--- src/rtl/exe_mem_reg_pkg.sv ---
// Shared widths, funct3 encodings and the control bundle for the EXE/MEM register.
package exe_mem_reg_pkg;

  localparam int DATA_BITS   = 32;
  localparam int ADDR_BITS   = 32;
  localparam int REG_ADDR    = 5;
  localparam int FUNCT3_BITS = 3;
  localparam int MA_CNT_BITS = 8;

  localparam logic [FUNCT3_BITS-1:0] F3_B  = 3'b000;
  localparam logic [FUNCT3_BITS-1:0] F3_H  = 3'b001;
  localparam logic [FUNCT3_BITS-1:0] F3_W  = 3'b010;
  localparam logic [FUNCT3_BITS-1:0] F3_BU = 3'b100;
  localparam logic [FUNCT3_BITS-1:0] F3_HU = 3'b101;

  typedef struct packed {
    logic rd_src;
    logic mem_to_reg;
    logic mem_write;
    logic mem_read;
    logic reg_write;
  } exemem_ctrl_t;

endpackage

--- src/rtl/exe_mem_reg_align_chk.sv ---
// Combinational natural-alignment check for load/store effective addresses.
import exe_mem_reg_pkg::*;

module mem_align_chk (
  input  logic [FUNCT3_BITS-1:0] funct3,
  input  logic [1:0]             addr,
  input  logic                   mem_read,
  input  logic                   mem_write,
  output logic                   misalign
);

  // Only the size bits matter; the unsigned bit (funct3[2]) does not affect alignment.
  always_comb begin
    misalign = 1'b0;
    if (mem_read || mem_write) begin
      unique case (funct3[1:0])
        2'b01:   misalign = addr[0];
        2'b10:   misalign = (addr != 2'b00);
        default: misalign = 1'b0;
      endcase
    end
  end

endmodule

--- src/rtl/exe_mem_reg.sv ---
// EXE/MEM pipeline register: captures execute results, forms pc_to_reg,
// suppresses side effects of misaligned accesses and counts them.
import exe_mem_reg_pkg::*;

module exe_mem_reg #(
  parameter int DATA_BITS   = exe_mem_reg_pkg::DATA_BITS,
  parameter int ADDR_BITS   = exe_mem_reg_pkg::ADDR_BITS,
  parameter int REG_ADDR    = exe_mem_reg_pkg::REG_ADDR,
  parameter int FUNCT3_BITS = exe_mem_reg_pkg::FUNCT3_BITS,
  parameter int MA_CNT_BITS = exe_mem_reg_pkg::MA_CNT_BITS
) (
  input  logic                   clk,
  input  logic                   rst,
  input  logic                   stall,
  input  logic                   flush,
  input  logic                   IDEXE_RDSrc,
  input  logic                   IDEXE_PCtoRegSrc,
  input  logic                   IDEXE_MemtoReg,
  input  logic                   IDEXE_MemWrite,
  input  logic                   IDEXE_MemRead,
  input  logic                   IDEXE_RegWrite,
  input  logic [ADDR_BITS-1:0]   IDEXE_pc,
  input  logic [DATA_BITS-1:0]   IDEXE_imm,
  input  logic [REG_ADDR-1:0]    IDEXE_rd_addr,
  input  logic [FUNCT3_BITS-1:0] IDEXE_funct3,
  input  logic [DATA_BITS-1:0]   ALU_out,
  input  logic [DATA_BITS-1:0]   rs2_fwd_data,
  output logic                   EXEMEM_RDSrc,
  output logic                   EXEMEM_MemtoReg,
  output logic                   EXEMEM_MemWrite,
  output logic                   EXEMEM_MemRead,
  output logic                   EXEMEM_RegWrite,
  output logic [ADDR_BITS-1:0]   EXEMEM_pc_to_reg,
  output logic [DATA_BITS-1:0]   EXEMEM_ALU_out,
  output logic [DATA_BITS-1:0]   EXEMEM_rs2_data,
  output logic [REG_ADDR-1:0]    EXEMEM_rd_addr,
  output logic [FUNCT3_BITS-1:0] EXEMEM_funct3,
  output logic                   EXEMEM_load_pending,
  output logic                   EXEMEM_misalign,
  output logic [MA_CNT_BITS-1:0] ma_count
);

  exemem_ctrl_t           ctrl_d, ctrl_q;
  logic [ADDR_BITS-1:0]   pc_to_reg_d, pc_to_reg_q;
  logic [DATA_BITS-1:0]   alu_out_d, alu_out_q;
  logic [DATA_BITS-1:0]   rs2_data_d, rs2_data_q;
  logic [REG_ADDR-1:0]    rd_addr_d, rd_addr_q;
  logic [FUNCT3_BITS-1:0] funct3_d, funct3_q;
  logic                   misalign_d, misalign_q;
  logic [MA_CNT_BITS-1:0] ma_count_d, ma_count_q;

  logic                   misalign_now;
  logic [ADDR_BITS-1:0]   pc_to_reg_now;

  mem_align_chk u_align_chk (
    .funct3    (IDEXE_funct3),
    .addr      (ALU_out[1:0]),
    .mem_read  (IDEXE_MemRead),
    .mem_write (IDEXE_MemWrite),
    .misalign  (misalign_now)
  );

  // Wrap-around on overflow is intentional (modulo 2^ADDR_BITS).
  assign pc_to_reg_now = IDEXE_PCtoRegSrc ? (IDEXE_pc + ADDR_BITS'(IDEXE_imm))
                                          : (IDEXE_pc + ADDR_BITS'(4));

  always_comb begin
    ctrl_d      = ctrl_q;
    pc_to_reg_d = pc_to_reg_q;
    alu_out_d   = alu_out_q;
    rs2_data_d  = rs2_data_q;
    rd_addr_d   = rd_addr_q;
    funct3_d    = funct3_q;
    misalign_d  = misalign_q;
    ma_count_d  = ma_count_q;
    if (flush) begin
      ctrl_d      = '0;
      pc_to_reg_d = '0;
      alu_out_d   = '0;
      rs2_data_d  = '0;
      rd_addr_d   = '0;
      funct3_d    = '0;
      misalign_d  = 1'b0;
    end else if (!stall) begin
      ctrl_d.rd_src     = IDEXE_RDSrc;
      ctrl_d.mem_to_reg = IDEXE_MemtoReg;
      ctrl_d.mem_write  = IDEXE_MemWrite & ~misalign_now;
      ctrl_d.mem_read   = IDEXE_MemRead  & ~misalign_now;
      ctrl_d.reg_write  = IDEXE_RegWrite & ~misalign_now;
      pc_to_reg_d       = pc_to_reg_now;
      alu_out_d         = ALU_out;
      rs2_data_d        = rs2_fwd_data;
      rd_addr_d         = IDEXE_rd_addr;
      funct3_d          = IDEXE_funct3;
      misalign_d        = misalign_now;
      if (misalign_now && (ma_count_q != {MA_CNT_BITS{1'b1}}))
        ma_count_d = ma_count_q + MA_CNT_BITS'(1);
    end
  end

  always_ff @(posedge clk or posedge rst) begin
    if (rst) begin
      ctrl_q      <= '0;
      pc_to_reg_q <= '0;
      alu_out_q   <= '0;
      rs2_data_q  <= '0;
      rd_addr_q   <= '0;
      funct3_q    <= '0;
      misalign_q  <= 1'b0;
      ma_count_q  <= '0;
    end else begin
      ctrl_q      <= ctrl_d;
      pc_to_reg_q <= pc_to_reg_d;
      alu_out_q   <= alu_out_d;
      rs2_data_q  <= rs2_data_d;
      rd_addr_q   <= rd_addr_d;
      funct3_q    <= funct3_d;
      misalign_q  <= misalign_d;
      ma_count_q  <= ma_count_d;
    end
  end

  assign EXEMEM_RDSrc        = ctrl_q.rd_src;
  assign EXEMEM_MemtoReg     = ctrl_q.mem_to_reg;
  assign EXEMEM_MemWrite     = ctrl_q.mem_write;
  assign EXEMEM_MemRead      = ctrl_q.mem_read;
  assign EXEMEM_RegWrite     = ctrl_q.reg_write;
  assign EXEMEM_pc_to_reg    = pc_to_reg_q;
  assign EXEMEM_ALU_out      = alu_out_q;
  assign EXEMEM_rs2_data     = rs2_data_q;
  assign EXEMEM_rd_addr      = rd_addr_q;
  assign EXEMEM_funct3       = funct3_q;
  assign EXEMEM_misalign     = misalign_q;
  assign EXEMEM_load_pending = ctrl_q.mem_read;
  assign ma_count            = ma_count_q;

endmodule

--- config.mk ---
export PLATFORM = sky130hd
export DESIGN_NAME = exe_mem_reg
export DESIGN_NICKNAME = d
export VERILOG_FILES = /design/src/rtl/exe_mem_reg_pkg.sv /design/src/rtl/exe_mem_reg_align_chk.sv /design/src/rtl/exe_mem_reg.sv
export SDC_FILE = /design/constraint.sdc
export NUM_CORES = 1
export LEC_CHECK = 0
export ABC_AREA = 1
export BUFFER_PORTS_ARGS = -buffer_cell sky130_fd_sc_hd__clkbuf_2
export CAP_MARGIN = 10
export CORE_AREA = 2 2 124 126
export CTS_CLUSTER_SIZE = 16
export DETAILED_ROUTE_END_ITERATION = 10
export DIE_AREA = 0 0 126 128
export PLACE_DENSITY = 0.85
export REMOVE_ABC_BUFFERS = 1
export SLEW_MARGIN = 15
export SYNTH_ARGS = -nofsm -noshare
export SYNTH_HDL_FRONTEND = slang
export SYNTH_SLANG_ARGS = --single-unit
--- constraint.sdc ---
create_clock -name clk -period 10.5 [get_ports clk]
set_clock_uncertainty 0.1 [all_clocks]
set_input_delay 1.575 -clock clk [delete_from_list [all_inputs] [get_ports clk]]
set_output_delay 1.575 -clock clk [all_outputs]
set_load 0.1 [all_outputs]
# Word-level counts from Yosys, hierarchy flattened
# Index checks and enable logic that the tools add are counted.
# W data, S select, Z words.
# op_classes
n_addsub	3
mul	0
n_div	0
n_lt_le_gt_ge	0
eq_ne	4
shifts	0
n_mux	17
bitwise	6
n_reduce_logical	4
# op_table
operator	count
$mux W32	7
$add A32 B3 Y32 const B	1
$add A32 B32 Y32	1
$mux W5	4
$add A8 B1 Y8 const B	1
$ne A8 B8 Y1 const B	1
$mux W3	2
$and A1 B1 Y1	3
$mux W1	3
$not A1 Y1	3
$reduce_and A3 Y1	1
$eq A2 B1 Y1 const B	1
$eq A2 B2 Y1 const B	1
$ne A2 B1 Y1 const B	1
$pmux W1 S2	1
$reduce_bool A2 Y1	1
$logic_and A1 B1 Y1	1
$logic_or A1 B1 Y1	1
# totals
ff_bits	118
latchBits	0
ram_bits	0
romBits	0
input_bits	146
output_inout_bits	119
wordCells	46
n_memories	0

# Depth between registers and ports, before layout
# Gate-level depths: netlist (run 1).
# depth
depth_word	7
depth_mapped	15
mapped_depth_nobuf	15

# Cells and area by module
# From an unflattened synthesis (run 1), not the netlist that was laid out.
# hier_totals
cells_unflattened	1132
area_unflattened_um2	7921.3
# modules_own_cells
module	n_inst	cells_each	area_each_um2	seq_area_each_um2
exe_mem_reg	1	1118	7848.8	2952.8
mem_align_chk	1	14	72.6	0.0

# Least setup slack after synthesis (run 1)
# OpenSTA, ideal clock, no wires.
# synth_timing
path_type	input-to-reg
start	input port IDEXE_pc[0]
end	register pc_to_reg_q[20] (netlist: EXEMEM_pc_to_reg[20])
setup_time_ps	120
arrival_ps	2946
required_time_ps	10280
path_slack_ps	7334
path_stages	12
n_path_buf	0
cell_sequence	ha_1 > fa_1 > nand3_1 > nand3_1 > nand3_1 > nand3_1 > nand2_1 > nand2_1 > nand2_1 > nand3_1 > nand3_1 > nand2_1
# synth_via
elab_chain_cells	4
elab_cells_between_ends	5
classes_between	2 x add/sub; 3 x mux
# synth_rtl
item	line_no	rtl
start: declaration	exe_mem_reg.sv:22	input logic [ADDR_BITS-1:0] IDEXE_pc,
$add A32 B3 Y32 or $add A32 B32 Y32 (tied branches)	exe_mem_reg.sv:65, exe_mem_reg.sv:64	
$mux W32 *	exe_mem_reg.sv:64	assign pc_to_reg_now = IDEXE_PCtoRegSrc ? (IDEXE_pc + ADDR_BITS'(IDEXE_imm))
$mux W32 *	exe_mem_reg.sv:84	end else if (!stall) begin
$mux W32 *	exe_mem_reg.sv:76	if (flush) begin
end signal: assignment	exe_mem_reg.sv:113	pc_to_reg_q <= pc_to_reg_d;
end: declaration	exe_mem_reg.sv:44	logic [ADDR_BITS-1:0] pc_to_reg_d, pc_to_reg_q;
# Every way passes the cells marked *; elsewhere a longest branch is shown, timed or not. The select of a mux whose other input is x is not followed.
# A chain may end at the register's enable or synchronous reset.

# Worst setup path in the final report (run 1)
# layout_timing
start	input port flush
end	register ma_count_q[7] (netlist: ma_count[7])
# layout_via
elab_chain_cells	2
# layout_rtl
item	line_no	rtl
start: declaration	exe_mem_reg.sv:15	input logic flush,
$not A1 Y1 (no source line)	--	
$reduce_and A3 Y1 (no source line)	--	
end signal: assignment	exe_mem_reg.sv:119	ma_count_q <= ma_count_d;
end: declaration	exe_mem_reg.sv:50	logic [MA_CNT_BITS-1:0] ma_count_d, ma_count_q;
# Every way passes these cells.

==> flow_summary_export.csv, run 1 <==
group,metric,value,unit
grt,antenna_found_initial,1,
die,fp-row-count,45,
cells_and_area,final_common_cell,"nand2_1",
timing,finalSetupViolCount,0,
drt,post_drt_via_cell_ratio,5.321,
cts,cts_tree,"done",
cells_and_area,multiInputGateArea,4262,µm²
die,die_h,128,µm
setup_path,cp.arrival,3.86,ns
grt,grt_use_total,30.91,%
timing,max_clock_freq,272.4,MHz
setup_path,ff2ff_setup_slack,8.65,ns
die,dieWidth,126,µm
setup_path,cp_slowest_cell,"buf_4",
logic_synthesis,yosys_warnings,0,
hold_path,hold-path-cell-count,2,
setup_path,r2r.worst_path.cells,7,
hold_path,holdPathEnd,"EXEMEM_pc_to_reg[20]$_DFFE_PP0P_",
timing,fin_setup_tns,0,ns
cts,h-tree-depth,4,
grt,grt_max_degree,111,
cts,clk_pin_slew,0.05,ns
timing,slew_viol_final,0,
drt,vias,8450,
logic_synthesis,synth_top_flop_cell,"dfrtp_1",
setup_path,critPathKind,"in2reg",
setup_path,start_kind,"primary input",
grt,grt_pass1_vias,7934,
cells_and_area,synthToLayoutAreaGrowth,25.98,%
drt,drc,0,
logic_synthesis,ys_async_sr_fraction,100.0,%
cells_and_area,final_cell_mix,"nand2_1 (413), clkbuf_2 (264), inv_1 (150)",
power_and_ir_drop,p_total,0.001606,W
die,initial_core_util,53.36,%
cts,clk_latency,0.40,ns
logic_synthesis,netlist.area_leader.share,37.23,%
cells_and_area,fin_nets,1568,
cts,root_buffer,"clkbuf_16",
drt,wl_per_cell,15.59,µm
timing,slew-limit-headroom,23.19,%
cts,post_cts_buffers,0,
logic_synthesis,synth_edf_count,0,
timing,fin_crit_sh,34.97,%
setup_path,critical_path_peak_fanout,88,
setup_path,r2r-start,"ma_count[0]$_DFFE_PP0P_",
cts,cts_resized,0,
drt,drtIter0Drc,550,
logic_synthesis,postSynthAreaPerCell,7.013,µm²
setup_path,r2r_end,"ma_count[7]$_DFFE_PP0P_",
placement,hpwl,19290,µm
timing,holdWs,0.3795,ns
cells_and_area,drive_gt1_share,23.59,%
outcome,outcome,"finished, final reports clean",
logic_synthesis,yosysSeqAreaShare,37.23,%
timing,worst_pin_slew,1.152,ns
logic_synthesis,yosysTopAreaCell,"dfrtp_1",
setup_path,critPathTopFamily,"buffers and inverters",
cells_and_area,nFillCells,1320,
cts,numClockSinks,118,
die,fp.coreArea,14860,µm²
placement,numPortBuffers,264,
drt,drtAntennaViolNets,0,
setup_path,worstPathCellList,"clkbuf_2 > nor2_4 > buf_4 > inv_2 > nor3_4 > nand4_2 > o21ai_1 > nand2_1",
die,pin_count,265,
logic_synthesis,ys_ff_latch,118,
cts,numCtsBuffers,17,
drt,drt-total-wl,24760,µm
timing,grt_setup_unrepaired,"no",
drt,dr.pass1.iters,5,
timing,final-hold-violation-count,0,
power_and_ir_drop,leakage,5.878,nW
hold_path,hold_path_class,"reg2reg",
cts,clock_path_buffers,2,
die,dieArea,16130,µm²
logic_synthesis,synth_area,7931,µm²
setup_path,cp_data_required_time,10.68,ns
logic_synthesis,yosys-top-cells-area,"dfrtp_1 (37%), nand2_1 (20%), a22o_1 (7.7%)",
cts,ctsHoldBuffers,0,
hold_path,min_from,"EXEMEM_pc_to_reg[20]$_DFFE_PP0P_",
logic_synthesis,ys_types,41,
timing,period_minus_slack,3.672,ns
power_and_ir_drop,p_per_area,160.7,nW/µm²
placement,place.gp.congestion,0.9837,
power_and_ir_drop,ir_drop,0.09966,mV
cells_and_area,regArea,2953,µm²
setup_path,crit_buf_inv,3,
setup_path,critPathCaptureType,"flip-flop",
grt,grt_pass1_wl,39630,µm
flow_run,maxCapViolations,0,
grt,grt-ovfl-total,0,
setup_path,max_stage_delay,0.67,ns
logic_synthesis,synthCells,1131,
==> worst max path at each step <==
stage | start | end | slack (ns) | depth (start not counted)
2_1_floorplan | stall | EXEMEM_ALU_out[10]$_DFFE_PP0P_ | 4.99 | 3
3_3_place_gp | flush | ma_count[7]$_DFFE_PP0P_ | 6.53 | 8
3_5_place_dp | flush | ma_count[7]$_DFFE_PP0P_ | 6.44 | 8
4_1_cts | flush | ma_count[7]$_DFFE_PP0P_ | 6.86 | 8
5_1_grt | flush | ma_count[7]$_DFFE_PP0P_ | 6.62 | 8
6_report | flush | ma_count[7]$_DFFE_PP0P_ | 6.83 | 8
==> cell usage after synthesis (2+ instances only) <==
library cell	count
clkbuf_1	24
ha_1	35
a22o_1	70
nand4_1	4
nand2_1	413
or2_2	2
nor2_4	4
nor3_2	4
nor3_1	13
nor2_2	3
o21bai_1	4
dfrtp_1	118
buf_4	2
nor2_1	86
a32o_1	3
o31ai_1	2
a21oi_1	42
o211ai_1	2
xor2_1	9
nand2_2	4
inv_1	151
o21ai_0	19
buf_2	3
o21ai_1	3
nand3_1	81
a21o_1	2
inv_2	7
nor3_4	2
xnor2_1	7
==> worst reg2reg max path: stages (launching register included) <==
cell and delay (ns):
dfrtp_1 0.44, ha_1 0.26, nand2_1 0.11, nor2_1 0.07, nor3_4 0.32, nand4_2 0.19, o21ai_1 0.18, nand2_1 0.06
==> power breakdown <==
part / internal [W] / leakage (nW) / switching (W) / total [W]
Combinational: 0.000113 / 4.03 / 0.000413 / 0.000525
Sequential: 0.000486 / 1.57 / 0.0000226 / 0.000509
Clock: 0.000368 / 0.277 / 0.000204 / 0.000572
Total: 0.000967 / 5.88 / 0.000639 / 0.00161
==> cell families (layout without fill, tap and decap cells) <==
group | Yosys count | in the layout | synth area share, %
simple gates | 622 | 622 | 32.73
flops | 118 | 118 | 37.23
other cells | 0 | 1 | 0
compound gates | 149 | 149 | 13.30
buf+inv | 190 | 458 | 9.197
fa+ha+maj | 36 | 36 | 5.774
xor+xnor | 16 | 16 | 1.767
==> routing by layer <==
layer  global-route usage, %  up-vias  wire (µm)
met1                   40.42     3883      10370
met5                       0        -          0
met4                   11.51        0        671
met3                   4.591       47       1564
met2                   52.37      363      12160
li1                        -     4157          -
==> per-stage QoR <==
step	setup WS [ns]	instances	utilization [%]	area (µm²)
final	6.828	1588	67.22	9992
after CTS	6.863	1587	67.21	9990
after floorplan	4.988	1100	-	7800
after global placement	6.528	1555	63.20	9394
after global routing	6.617	1588	67.22	9992
after detailed placement	6.439	1555	63.20	9394
==> cell type report <==
type	count	share of cell area, %
clock buffers	21	4.708
well taps	188	2.354
repair buffers	267	13.45
flip-flops and latches	118	29.55
inverters	159	6.011
clock inverters	11	1.252
diodes	1	0.02504
multi-input cells	823	42.65
(Power assumes the default switching activity.)
==> inputs of run 2 (changes only) <==
--- a/config.mk
+++ b/config.mk
@@ -8,11 +8,11 @@
 export ABC_AREA = 1
 export BUFFER_PORTS_ARGS = -buffer_cell sky130_fd_sc_hd__clkbuf_2
 export CAP_MARGIN = 10
-export CORE_AREA = 2 2 124 126
+export CORE_AREA = 2 2 127 129
 export CTS_CLUSTER_SIZE = 16
 export DETAILED_ROUTE_END_ITERATION = 10
-export DIE_AREA = 0 0 126 128
-export PLACE_DENSITY = 0.85
+export DIE_AREA = 0 0 129 131
+export PLACE_DENSITY = 0.82
 export REMOVE_ABC_BUFFERS = 1
 export SLEW_MARGIN = 15
 export SYNTH_ARGS = -nofsm -noshare
==> constraint.sdc (replaced) <==
create_clock -name clk -period 3.5 [get_ports clk]
set_clock_uncertainty 0.1 [all_clocks]
set_input_delay 0.525 -clock clk [delete_from_list [all_inputs] [get_ports clk]]
set_output_delay 0.525 -clock clk [all_outputs]
set_load 0.1 [all_outputs]
==> run 2 against run 1 <==
Compared with the run above: via count decreased by 0.34%; sequential power rose to 3.0 times the previous value; clock power rose to 3.2 times the previous value; flip-flop and latch count stayed put; core utilization down 2.4 points; global-route usage is 0.16 points lower; hold slack lost 0.22 ns; count of clock-buffer cells in the layout down 3; register-to-register slack worse by 6.9 ns; power rose to 3.1 times the previous value; critical path type unchanged; critical endpoint is now EXEMEM_pc_to_reg[16]$_DFFE_PP0P_; largest power group unchanged; highest routed layer unchanged.
==> flow_summary_export.csv, run 2 (synthesis results as in run 1) <==
group,metric,value,unit
drt,drtAntennaViolNets,0,
die,fp.coreArea,15600,µm²
timing,finalSetupViolCount,0,
outcome,outcome,"finished, final reports clean",
timing,final-hold-violation-count,0,
timing,worst_pin_slew,0.9327,ns
setup_path,critical_path_peak_fanout,5,
cells_and_area,synthToLayoutAreaGrowth,27.39,%
placement,place_area,9472,µm²
die,dieArea,16900,µm²
drt,dr.pass1.iters,5,
power_and_ir_drop,ir_drop,0.3019,mV
timing,fin_setup_tns,0,ns
cts,clock_path_buffers,2,
timing,fin_crit_sh,58.23,%
grt,grt-ovfl-total,0,
drt,drtIter0Drc,829,
cells_and_area,final_common_cell,"nand2_1",
cts,clk_pin_slew,0.06,ns
grt,grt_pass1_vias,7726,
setup_path,critPathCaptureType,"flip-flop",
grt,grt_pass1_wl,39540,µm
cts,ctsHoldBuffers,0,
timing,slew-limit-headroom,37.82,%
die,die_h,131,µm
cells_and_area,final_cell_mix,"nand2_1 (413), clkbuf_2 (264), inv_1 (150)",
die,fp-row-count,46,
drt,post_drt_via_cell_ratio,5.198,
power_and_ir_drop,p_per_area,490.5,nW/µm²
cells_and_area,fin_nets,1572,
cts,cts_tree,"done",
timing,slew_viol_final,0,
setup_path,critPathKind,"in2reg",
cts,post_cts_buffers,0,
cts,numCtsBuffers,17,
setup_path,start_kind,"primary input",
die,pin_count,265,
timing,setup_ws,1.462,ns
cells_and_area,nFillCells,1425,
timing,max_clock_freq,490.7,MHz
hold_path,hold_path_class,"in2async",
die,dieWidth,129,µm
cts,numClockSinks,118,
grt,grt_use_total,30.75,%
flow_run,maxCapViolations,0,
setup_path,cp_data_required_time,3.70,ns
setup_path,cp.arrival,2.24,ns
cts,h-tree-depth,4,
placement,dp_slack,1.061,ns
cts,cts_resized,0,
drt,wl_per_cell,16.11,µm
placement,numPortBuffers,264,
cells_and_area,drive_gt1_share,23.81,%
placement,place.gp.congestion,1.048,
drt,drc,0,
grt,grt_max_degree,88,
cells_and_area,fin_area,10100,µm²
cts,clk_latency,0.41,ns
grt,antenna_found_initial,1,
placement,hpwl,20380,µm
cts,root_buffer,"clkbuf_16",
drt,drt-total-wl,26100,µm
timing,holdWs,0.1603,ns
die,initial_core_util,50.85,%
drt,vias,8421,
timing,grt_setup_unrepaired,"no",
power_and_ir_drop,leakage,5.922,nW
timing,period_minus_slack,2.038,ns
[run 2: worst paths after layout]
check	startpoint	to	slack, ns	cells past startpoint
setup / recovery	IDEXE_pc[0]	EXEMEM_pc_to_reg[16]$_DFFE_PP0P_	1.46	13
hold / removal	rst	EXEMEM_rs2_data[16]$_DFFE_PP0P_	0.16	2
setup reg to reg	ma_count[0]$_DFFE_PP0P_	ma_count[7]$_DFFE_PP0P_	1.71	7
hold reg to reg	EXEMEM_pc_to_reg[25]$_DFFE_PP0P_	EXEMEM_pc_to_reg[25]$_DFFE_PP0P_	0.38	2
max in group asynchronous	rst	EXEMEM_misalign$_DFFE_PP0P_	2.37	3
min in group clk	IDEXE_RDSrc	EXEMEM_RDSrc$_DFFE_PP0P_	0.24	2
[run 2: cell type report]
class                      count  area, µm²  area share, %
multi-input combinational    823       4262          42.18
sequential                   118       2953          29.23
timing repair buffer         271       1386          13.72
inverter                     159      600.6          5.944
clock buffer                  18      429.2          4.248
tap                          216      270.3          2.675
clock inverter                14      200.2          1.981
antenna                        1      2.502        0.02477
[run 2: worst max-delay path: stages]
cell and delay (ns):
clkbuf_2 0.09, ha_1 0.24, fa_1 0.45, nand3_1 0.11, nand3_1 0.13, nand2_1 0.10
nand3_1 0.13, nand3_1 0.13, nand2_1 0.06, nand2_1 0.05, nand3_1 0.06, nand3_1 0.09
nand2_1 0.06
[run 2: through the flow]
| stage | power [W] | instances | utilization, % |
|---|---|---|---|
| after floorplan | 0.002725 | 1100 | - |
| after global placement | 0.003101 | 1587 | 60.73 |
| after detailed placement | 0.003113 | 1587 | 60.73 |
| after CTS | 0.004969 | 1619 | 64.76 |
| after global routing | 0.005156 | 1620 | 64.78 |
| final | 0.004956 | 1620 | 64.78 |
[run 2: per-layer routing]
metal  GRT usage [%]  wire length, µm  vias to the layer above
met4           13.94             1006                        0
met5               0                0                        -
met3           5.415             1799                       58
met1           39.18            10940                     3810
met2           51.38            12350                      400
li1                -                -                     4153
[run 2: where the power goes]
part           internal, W  leakage (nW)  switching (W)  total (W)
clock              0.00120         0.297       0.000650    0.00185
combinational     0.000344          4.05        0.00124    0.00159
sequential         0.00146          1.57      0.0000639    0.00152
